[config.mk]
export PLATFORM = sky130hd
export DESIGN_NAME = td4x_core
export DESIGN_NICKNAME = d
export VERILOG_FILES = /design/src/rtl/td4x_core.sv
export SDC_FILE = /design/constraint.sdc
export NUM_CORES = 1
export LEC_CHECK = 0
export ABC_AREA = 1
export CORE_MARGIN = 10
export CORE_UTILIZATION = 54
export CTS_CLUSTER_SIZE = 30
export DETAILED_ROUTE_END_ITERATION = 10
export MAX_ROUTING_LAYER = met4
export PLACE_DENSITY = 0.88
export SLEW_MARGIN = 20
export SYNTH_ARGS = -nofsm -noshare
export SYNTH_HDL_FRONTEND = slang
export SYNTH_SLANG_ARGS = --single-unit
export TNS_END_PERCENT = 20
[constraint.sdc]
create_clock -name clk -period 2.85 [get_ports clk]
set_input_delay 0.57 -clock clk [delete_from_list [all_inputs] [get_ports clk]]
set_output_delay 0.57 -clock clk [all_outputs]
set_load 0.01 [all_outputs]
[src/rtl/td4x_core.sv]
// td4x_core: parametrised TD4-style CPU core.
//
// Executes one instruction per rising clock edge while in RUN with step=1.
// The program ROM sits outside the core. It is addressed by pc and returns
// opcode/immediate for that address in the same cycle.
//
// Parameters:
//   DATA_WIDTH  width of A, B, OUT, immediate and io_in (4..16)
//   ADDR_WIDTH  width of the program counter (2..16)
//
// Ports:
//   clk         core clock, rising edge
//   rst         asynchronous, active-high reset
//   step        execute the presented instruction this cycle
//   opcode      4-bit opcode for the current pc
//   immediate   immediate operand for the current pc
//   io_in       input port, sampled by IN A / IN B
//   pc          program counter / ROM address
//   reg_a       register A
//   reg_b       register B
//   out_port    output register
//   out_strobe  one-cycle pulse in the cycle after out_port is written
//   carry       carry flag from the immediately preceding instruction
//   halted      core is in the HALT state
module td4x_core #(
    parameter int DATA_WIDTH = 4,
    parameter int ADDR_WIDTH = 4
) (
    input  logic                  clk,
    input  logic                  rst,
    input  logic                  step,
    input  logic [3:0]            opcode,
    input  logic [DATA_WIDTH-1:0] immediate,
    input  logic [DATA_WIDTH-1:0] io_in,
    output logic [ADDR_WIDTH-1:0] pc,
    output logic [DATA_WIDTH-1:0] reg_a,
    output logic [DATA_WIDTH-1:0] reg_b,
    output logic [DATA_WIDTH-1:0] out_port,
    output logic                  out_strobe,
    output logic                  carry,
    output logic                  halted
);

    typedef enum logic {
        ST_RUN  = 1'b0,
        ST_HALT = 1'b1
    } state_t;

    localparam logic [3:0] OP_ADD_A_IMM = 4'b0000;
    localparam logic [3:0] OP_ADD_A_B   = 4'b0001;
    localparam logic [3:0] OP_ADD_B_IMM = 4'b1010;
    localparam logic [3:0] OP_MOV_A_IMM = 4'b1100;
    localparam logic [3:0] OP_MOV_B_IMM = 4'b1110;
    localparam logic [3:0] OP_MOV_A_B   = 4'b1000;
    localparam logic [3:0] OP_MOV_B_A   = 4'b0010;
    localparam logic [3:0] OP_IN_A      = 4'b0100;
    localparam logic [3:0] OP_IN_B      = 4'b0110;
    localparam logic [3:0] OP_OUT_B     = 4'b1001;
    localparam logic [3:0] OP_OUT_IMM   = 4'b1101;
    localparam logic [3:0] OP_JMP       = 4'b1111;
    localparam logic [3:0] OP_JNC       = 4'b0111;
    localparam logic [3:0] OP_HLT       = 4'b1011;

    localparam logic [ADDR_WIDTH-1:0] PC_ONE = ADDR_WIDTH'(1);

    state_t                r_state;
    logic [ADDR_WIDTH-1:0] r_pc;
    logic [DATA_WIDTH-1:0] r_a;
    logic [DATA_WIDTH-1:0] r_b;
    logic [DATA_WIDTH-1:0] r_out;
    logic                  r_strobe;
    logic                  r_carry;

    logic [DATA_WIDTH:0]   w_sum_a_imm;
    logic [DATA_WIDTH:0]   w_sum_a_b;
    logic [DATA_WIDTH:0]   w_sum_b_imm;
    logic [ADDR_WIDTH-1:0] w_target;
    logic [ADDR_WIDTH-1:0] w_pc_next;
    logic                  w_exec;

    // One extra bit on each sum captures the carry out of the adder.
    assign w_sum_a_imm = {1'b0, r_a} + {1'b0, immediate};
    assign w_sum_a_b   = {1'b0, r_a} + {1'b0, r_b};
    assign w_sum_b_imm = {1'b0, r_b} + {1'b0, immediate};

    assign w_pc_next = r_pc + PC_ONE;
    assign w_exec    = (r_state == ST_RUN) && step;

    // Jump target: truncate the immediate when it is wider than the PC,
    // zero-extend it when it is narrower.
    generate
        if (ADDR_WIDTH <= DATA_WIDTH) begin : g_target_trunc
            assign w_target = immediate[ADDR_WIDTH-1:0];
        end else begin : g_target_ext
            assign w_target = {{(ADDR_WIDTH-DATA_WIDTH){1'b0}}, immediate};
        end
    endgenerate

    // Whole core state machine. A stall (step=0) or HALT freezes every
    // register except the strobe, which always drops back to 0. An executed
    // instruction defaults to clearing carry and incrementing the PC; the
    // case below overrides those defaults for ADDs, taken jumps and HLT.
    always_ff @(posedge clk or posedge rst) begin
        if (rst) begin
            r_state  <= ST_RUN;
            r_pc     <= '0;
            r_a      <= '0;
            r_b      <= '0;
            r_out    <= '0;
            r_strobe <= 1'b0;
            r_carry  <= 1'b0;
        end else begin
            r_strobe <= 1'b0;
            if (w_exec) begin
                r_carry <= 1'b0;
                r_pc    <= w_pc_next;
                case (opcode)
                    OP_ADD_A_IMM: {r_carry, r_a} <= w_sum_a_imm;
                    OP_ADD_A_B:   {r_carry, r_a} <= w_sum_a_b;
                    OP_ADD_B_IMM: {r_carry, r_b} <= w_sum_b_imm;
                    OP_MOV_A_IMM: r_a <= immediate;
                    OP_MOV_B_IMM: r_b <= immediate;
                    OP_MOV_A_B:   r_a <= r_b;
                    OP_MOV_B_A:   r_b <= r_a;
                    OP_IN_A:      r_a <= io_in;
                    OP_IN_B:      r_b <= io_in;
                    OP_OUT_B: begin
                        r_out    <= r_b;
                        r_strobe <= 1'b1;
                    end
                    OP_OUT_IMM: begin
                        r_out    <= immediate;
                        r_strobe <= 1'b1;
                    end
                    OP_JMP:       r_pc <= w_target;
                    OP_JNC: begin
                        // JNC looks at the carry left by the previous instruction.
                        if (!r_carry) begin
                            r_pc <= w_target;
                        end
                    end
                    OP_HLT: begin
                        r_pc    <= r_pc;
                        r_state <= ST_HALT;
                    end
                    default: ;
                endcase
            end
        end
    end

    assign pc         = r_pc;
    assign reg_a      = r_a;
    assign reg_b      = r_b;
    assign out_port   = r_out;
    assign out_strobe = r_strobe;
    assign carry      = r_carry;
    assign halted     = (r_state == ST_HALT);

endmodule
Yosys cells after proc, flatten, opt, wreduce, memory -nomap -nowiden. Index checks and enable logic that the tools add are counted.

$add $sub $neg: 4. Equal/unequal tests: 13. Multiplexer cells: 8. Bitwise gates (word level): 2. Reductions and logical operators: 11.

Operator list (number): $eq A4 B4 Y1 const B (8); $pmux W4 S5 (1); $pmux W4 S4 (1); $add A4 B4 Y5 (3); $eq A4 B3 Y1 const B (3); $pmux W4 S3 (1); $reduce_and A2 Y1 (5); $pmux W4 S2 (1); $reduce_bool A5 Y1 (1); $add A4 B1 Y4 const B (1); $eq A4 B1 Y1 const B (1); $eq A4 B2 Y1 const B (1); $logic_not A4 Y1 (1); $mux W4 (1); $reduce_bool A4 Y1 (1); $pmux W1 S3 (1); $mux W1 (2); $not A1 Y1 (2); $reduce_bool A2 Y1 (1); $reduce_or A2 Y1 (1); $logic_and A1 B1 Y1 (1).

Bits in registers: 19. Input port bits: 15. Output and inout bits: 19. Logic and storage cells: 45.

Logic depth before layout (Yosys ltp). Gate-level depths: netlist (run 1).

Word-level depth: 4. Depth in mapped cells: 10. Depth with buffers taken out: 10.

Worst setup path before layout (run 1). Ideal clock, no wire load.

Kind: input-to-reg. From: input port immediate[0]. To: register r_carry (netlist: carry). Setup time: 0.117 ns. Data arrival time: 1.587 ns. Data required time: 2.733 ns. Path slack: 1.146 ns. Stages on the path: 8. Path buffers: 0. Cell sequence: ha_1 -> fa_1 -> nand2_1 -> a21oi_1 -> o21ai_0 -> nand2_1 -> nor2_1 -> nor2_1.

Word-level cells in the longest chain between the ends: 2. Elaborated cells between the ends (all ways): 3. Classes of those cells: add/sub (2); mux (1).

RTL lines: start: declaration (line 33) `input logic [DATA_WIDTH-1:0] immediate,`; $add A4 B4 Y5, on equally long branches (line 84, 82); $pmux W1 S3 (*) (line 117) `case (opcode)`; end signal: assignment (line 118) `OP_ADD_A_IMM: {r_carry, r_a} <= w_sum_a_imm;`; end signal: assignment (line 119) `OP_ADD_A_B: {r_carry, r_a} <= w_sum_a_b;`; end signal: assignment (line 120) `OP_ADD_B_IMM: {r_carry, r_b} <= w_sum_b_imm;`; end: declaration (line 72) `logic r_carry;`.

Mark *: on every way between the ends. The rest lies on a longest branch, timed or not. A chain may end at the register's enable or synchronous reset.

Final worst setup path (run 1). Ends and elaborated chain as after synthesis.

==> results of run 1 <==
worst max-delay path: stages:
cell	delay [ps]
clkdlybuf4s50_1	610
ha_1	220
inv_1	60
fa_1	350
inv_1	70
nand2_1	60
a21oi_1	130
o21ai_0	90
nand2_1	70
nor2_1	40
nor2_1	90
cells by family after synthesis:
kind of cell	after synthesis
buf+inv	33
flops	19
xor+xnor	2
simple gates	150
fa+ha+maj	16
compound gates	30
through the flow:
step	hold slack, ps	instance area, um2
3_3_place_gp	461	2050
6_report	488	2080
4_1_cts	495	2080
5_1_grt	548	2080
3_5_place_dp	467	2050
2_1_floorplan	518	1680
power by group:
part / total (mW) / switching, mW / internal (mW)
clock network: 0.147 / 0.0944 / 0.0523
registers: 0.270 / 0 / 0.270
logic: 0.101 / 0.0634 / 0.0378
total: 0.517 / 0.158 / 0.360
cells in the final DEF (no fill, tap or decap):
cell type | netlist | final
a21oi_1 | 8 | 8
nand4_1 | 2 | 2
nor2_1 | 32 | 32
dfrtp_1 | 19 | 19
o21ai_1 | 2 | 2
o21ai_0 | 12 | 12
o211ai_1 | 3 | 3
nor3_4 | 1 | 1
clkbuf_4 | 0 | 3
nand2_2 | 2 | 2
nor3b_1 | 1 | 1
nor2_8 | 1 | 1
a31oi_1 | 4 | 4
nand2_4 | 1 | 1
clkinv_2 | 0 | 1
ha_1 | 13 | 13
nor3_2 | 1 | 1
o21ai_4 | 1 | 1
nor2_4 | 1 | 1
inv_1 | 29 | 29
inv_2 | 4 | 4
xor2_1 | 1 | 1
xnor2_1 | 1 | 1
clkdlybuf4s50_1 | 0 | 33
nand3_1 | 21 | 21
or2_2 | 2 | 2
nor2_2 | 3 | 3
nand2_1 | 82 | 82
fa_1 | 3 | 3
metal layers:
layer	GRT usage (%)	up-vias	wire length [um]
met5	-	-	0
met4	4.12	0	39
met3	2.47	4	386
met2	26.4	70	2010
met1	23.4	768	2130
li1	-	876	-
worst min-delay path by stage:
| stage | startpoint | to | slack (ps) |
|---|---|---|---|
| floorplan | rst | carry | 520 |
| global placement | halted | halted | 460 |
| detailed placement | halted | halted | 470 |
| CTS | halted | halted | 500 |
| global route | halted | halted | 550 |
| finish | halted | halted | 490 |
registers in the layout, indices dropped and copies added, names as in the netlist:
name / cells
reg_b: 4
out_port: 4
pc: 4
halted: 1
carry: 1
out_strobe: 1
reg_a: 4
final cells by class:
| type | instances | area (um2) |
|---|---|---|
| clock buffers | 3 | 22.5 |
| clock inverters | 1 | 5.00 |
| fillers | 265 | 925 |
| inverters | 33 | 124 |
| multi-input cells | 198 | 1080 |
| flip-flops and latches | 19 | 475 |
| well taps | 33 | 41.3 |
| repair buffers | 33 | 330 |
==> flow_summary_export.csv, run 1 <==
group,metric,value,unit
critical_path,crit_path_start,"immediate[0]",
placement,pre_cts_slack,421,ps
power,p_total,0.517,mW
clock_tree,cts-htree-levels,1,
critical_path,cp-end-kind,"flop",
critical_path,crit_type,"in -> reg",
timing,slew_headroom,48.7,%
synth,synth.distinct_cells,26,
timing,finalWorstSetupSlack,731,ps
clock_tree,numCtsBuffers,3,
synth,synthXorXnorAreaFrac,1.04,%
floorplanning,die_x,75.8,um
global_route,grt_util_all_layers,17.3,%
timing,finClkSkew,12.6,ps
critical_path,critical_path.startpoint_type,"primary input",
layout,post_layout_nonfiller_instances,320,
placement,dp_cells,316,
floorplanning,start_util,55.9,%
placement,io_buffers,33,
run_status,status,"complete, no violations",
global_route,grt-ovfl-total,0,
critical_path,reg2reg_from,"reg_b[0]",
global_route,grt_max_degree,20,
synth,synth.mux.area_fraction,0,%
synth,syn_nets,281,
layout,antenna_cells,0,
clock_tree,hold_buffers,0,
floorplanning,dieHeight,75.8,um
timing,worst_pin_slew,768,ps
synth,synth_top_area_share,28.3,%
global_route,grt_pass1_vias,1596,
timing,min_period,2120,ps
min_path,hp-class,"reg -> reg",
clock_tree,cts_setup_buffers,0,
floorplanning,fp.dieArea,5740,um2
min_path,whs_path_depth,2,
synth,synth_edf_count,0,
synth,synthAdderAreaFrac,13.3,%
clock_tree,numClockSinks,19,
routing,drcViolationCount,0,
layout,nets,319,
timing,period_share,74.3,%
placement,dp_hpwl,3.65,mm
synth,syn_avg_cell_area,6.72,um2
power,leakage,1.06,nW
synth,yosys-top-cells-count,"nand2_1, nor2_1, inv_1",
routing,wl_per_cell,14.3,um
routing,firstDrtPassIters,4,
synth,synth-compound-area-share,10.4,%
synth,synthArstFlopShare,100,%
placement,gp_congestion,0.960,
global_route,antenna_found_initial,0,
clock_tree,cts_root_buf,"clkbuf_4",
synth,synthSimpleGateAreaFrac,39.6,%
clock_tree,cts_max_path_buffers,2,
critical_path,worstSetupEndpoint,"carry",
power,vdd_drop_max,0.000170,V
layout,drive_gt1_share,7.32,%
clock_tree,tritoncts,"yes",
synth,synth_area_leaders,"dfrtp_1, nand2_1, ha_1, nor2_1, inv_1",
clock_tree,cts_resized,0,
synth,synth_most_common_cell,"nand2_1",
timing,finalHoldViolations,0,
floorplanning,design.core.area,3000,um2
routing,via_per_inst,5.37,
synth,yosys_warnings,0,
timing,max_freq,472,MHz
critical_path,ff2ff_setup_slack,1140,ps
synth,synth_area,1680,um2
synth,synth_ff_type,"dfrtp_1",
timing,slew_violations,0,
global_route,grt_pass1_wl,7.51,mm
job,cap_violations,0,
layout,finish.utilization,69.2,%
synth,ys_seq_elements,19,
synth,yosys.area.top_type,"dfrtp_1",
timing,setup_viol,0,
routing,ant_nets,0,
clock_tree,path_clk_slew,130,ps
synth,synthCells,250,
routing,vias,1718,
routing,drt_wl_total,4.57,mm
floorplanning,ios,34,
timing,setup_tns,0,ps
synth,synth_top_family_by_area,"simple AND/OR/NAND/NOR gates",
critical_path,worstPathRequired,3100,ps
critical_path,crit_fanout,5,
clock_tree,worstSkewPairLatency,310,ps
critical_path,ff2ff_path_depth,8,
timing,rsz0062_at_grt,"false",
layout,syn_to_final_growth,23.8,%
critical_path,reg2reg_to,"reg_a[2]",
routing,drtIter0Drc,177,
power,p_per_area,249,nW/um2
critical_path,crit_arrival,2360,ps
synth,ys_seq_area_share,28.3,%
floorplanning,num_rows,20,
Note: power is estimated with default switching activity, not from simulation.
==> run 2, diff against run 1 <==
- CORE_UTILIZATION: 54 -> 52
- PLACE_DENSITY: 0.88 -> 0.86
- clock period: 2.85 -> 2 ns (I/O delays scaled with it)
==> flow_summary_export.csv, run 2 (synthesis results as in run 1) <==
group,metric,value,unit
timing,rsz0062_at_grt,"false",
routing,wl_per_cell,14.8,um
clock_tree,hold_buffers,0,
timing,finalHoldViolations,0,
clock_tree,cts_setup_buffers,0,
layout,finish.utilization,70.4,%
critical_path,crit_arrival,1490,ps
clock_tree,path_clk_slew,130,ps
global_route,grt_max_degree,20,
power,p_per_area,351,nW/um2
timing,slew_violations,0,
power,switching_share,31.0,%
critical_path,crit_type,"reg -> out",
timing,min_period,1890,ps
layout,drive_gt1_share,10.4,%
critical_path,path_buf_inv,1,
layout,final_common_cell,"nand2_1",
critical_path,crit_family,"buffers and inverters",
global_route,antenna_found_initial,0,
floorplanning,die_x,76.8,um
routing,ant_nets,0,
global_route,grt_pass1_wl,8.44,mm
power,p_sw,0.236,mW
layout,nets,329,
placement,dp_hpwl,4.05,mm
routing,firstDrtPassIters,4,
timing,finClkSkew,9.77,ps
placement,gp_congestion,1.04,
critical_path,cpMaxStageDelayCell,"clkdlybuf4s50_1",
placement,dp_cells,337,
run_status,status,"complete, no violations",
floorplanning,num_rows,20,
critical_path,cp-end-kind,"output port",
clock_tree,tritoncts,"yes",
floorplanning,ios,34,
power,seqPwrFrac,50.5,%
floorplanning,start_util,54.6,%
placement,io_buffers,33,
layout,final_cell_mix,"nand2_1, clkdlybuf4s50_1, nor2_1, inv_1, nand3_1",
power,power_frac_comb,21.3,%
routing,drcViolationCount,0,
layout,antenna_cells,0,
power,p_clk_share,28.1,%
clock_tree,cts_max_path_buffers,2,
critical_path,slowest_delay,610,ps
global_route,grt_pass1_vias,1817,
critical_path,critical_path.startpoint_type,"flop",
routing,vias,1844,
global_route,grt_util_all_layers,17.6,%
job,cap_violations,0,
routing,via_per_inst,5.41,
floorplanning,dieHeight,76.8,um
clock_tree,numClockSinks,19,
critical_path,path_cells,"clkdlybuf4s50_1",
critical_path,crit_fanout,8,
routing,drtIter0Drc,167,
power,leakage,1.11,nW
timing,period_share,94.7,%
timing,worst_pin_slew,422,ps
global_route,grt-ovfl-total,0,
power,vdd_drop_max,0.000181,V
clock_tree,worstSkewPairLatency,320,ps
clock_tree,numCtsBuffers,3,
timing,setup_viol,0,
min_path,hp-class,"in -> async",
timing,max_freq,528,MHz
floorplanning,fp.dieArea,5900,um2
clock_tree,cts-htree-levels,1,
layout,syn_to_final_growth,29.1,%
critical_path,worstPathRequired,1600,ps
routing,drt_wl_total,5.06,mm
power,intPower,0.524,mW
timing,timing.hold.ws,398,ps
timing,slew_headroom,71.8,%
layout,post_layout_nonfiller_instances,341,
floorplanning,design.core.area,3080,um2
clock_tree,cts_resized,0,
clock_tree,cts_root_buf,"clkbuf_4",
==> run 2: cell count changes in the layout (fill, tap and decap cells not counted), sizes merged <==
| cell | before | now |
|---|---|---|
| buf | 0 | 10 |
==> run 2: metrics by stage <==
stage	cell area [um2]	TNS [ps]	power (mW)	setup WS, ps
floorplan	1680	0	0.470	417
global placement	2140	-150	0.547	-111
detailed placement	2140	-461	0.550	-189
CTS	2170	0	0.754	106
global route	2170	0	0.797	7.28
finish	2170	0	0.760	105
==> run 2: layout make-up <==
cell class,count,area (um2)
Clock inverter,1,5.00
Fill cell,284,911
Multi-Input combinational cell,198,1080
Timing Repair Buffer,43,405
Sequential cell,19,475
Clock buffer,3,22.5
Tap cell,44,55.1
Inverter,33,124
==> run 2: power by group through the flow <==
stage | logic (mW) | clock network, mW | registers (mW)
after global placement | 0.156 | 0 | 0.391
final | 0.162 | 0.214 | 0.384
after detailed placement | 0.158 | 0 | 0.391
after CTS | 0.159 | 0.211 | 0.384
after floorplan | 0.0787 | 0 | 0.391
after global routing | 0.179 | 0.234 | 0.384
==> run 2: worst paths after layout <==
kind | from | endpoint | slack, ps | cells past startpoint
min in group clk | halted | halted | 500 | 2
min | rst | out_strobe | 400 | 3
max in group asynchronous | rst | reg_a[3] | 1370 | 3
min reg2reg | halted | halted | 500 | 2
max | reg_b[1] | reg_b[1] | 110 | 1
max reg2reg | reg_b[0] | reg_a[2] | 270 | 8
==> run 2: layer usage <==
layer | track usage (%) | share of wire [%] | vias to the layer above
li1 | - | - | 901
met1 | 21.1 | 44 | 834
met2 | 28.1 | 45 | 93
met3 | 4.08 | 8.5 | 16
met4 | 6.13 | 2.6 | 0
met5 | - | 0 | -
==> run 3, diff against run 2 <==
- CAP_MARGIN: unset -> 15
==> results of run 3 <==
Same layout as run 2: the final DEF is identical, and so are final timing and power.
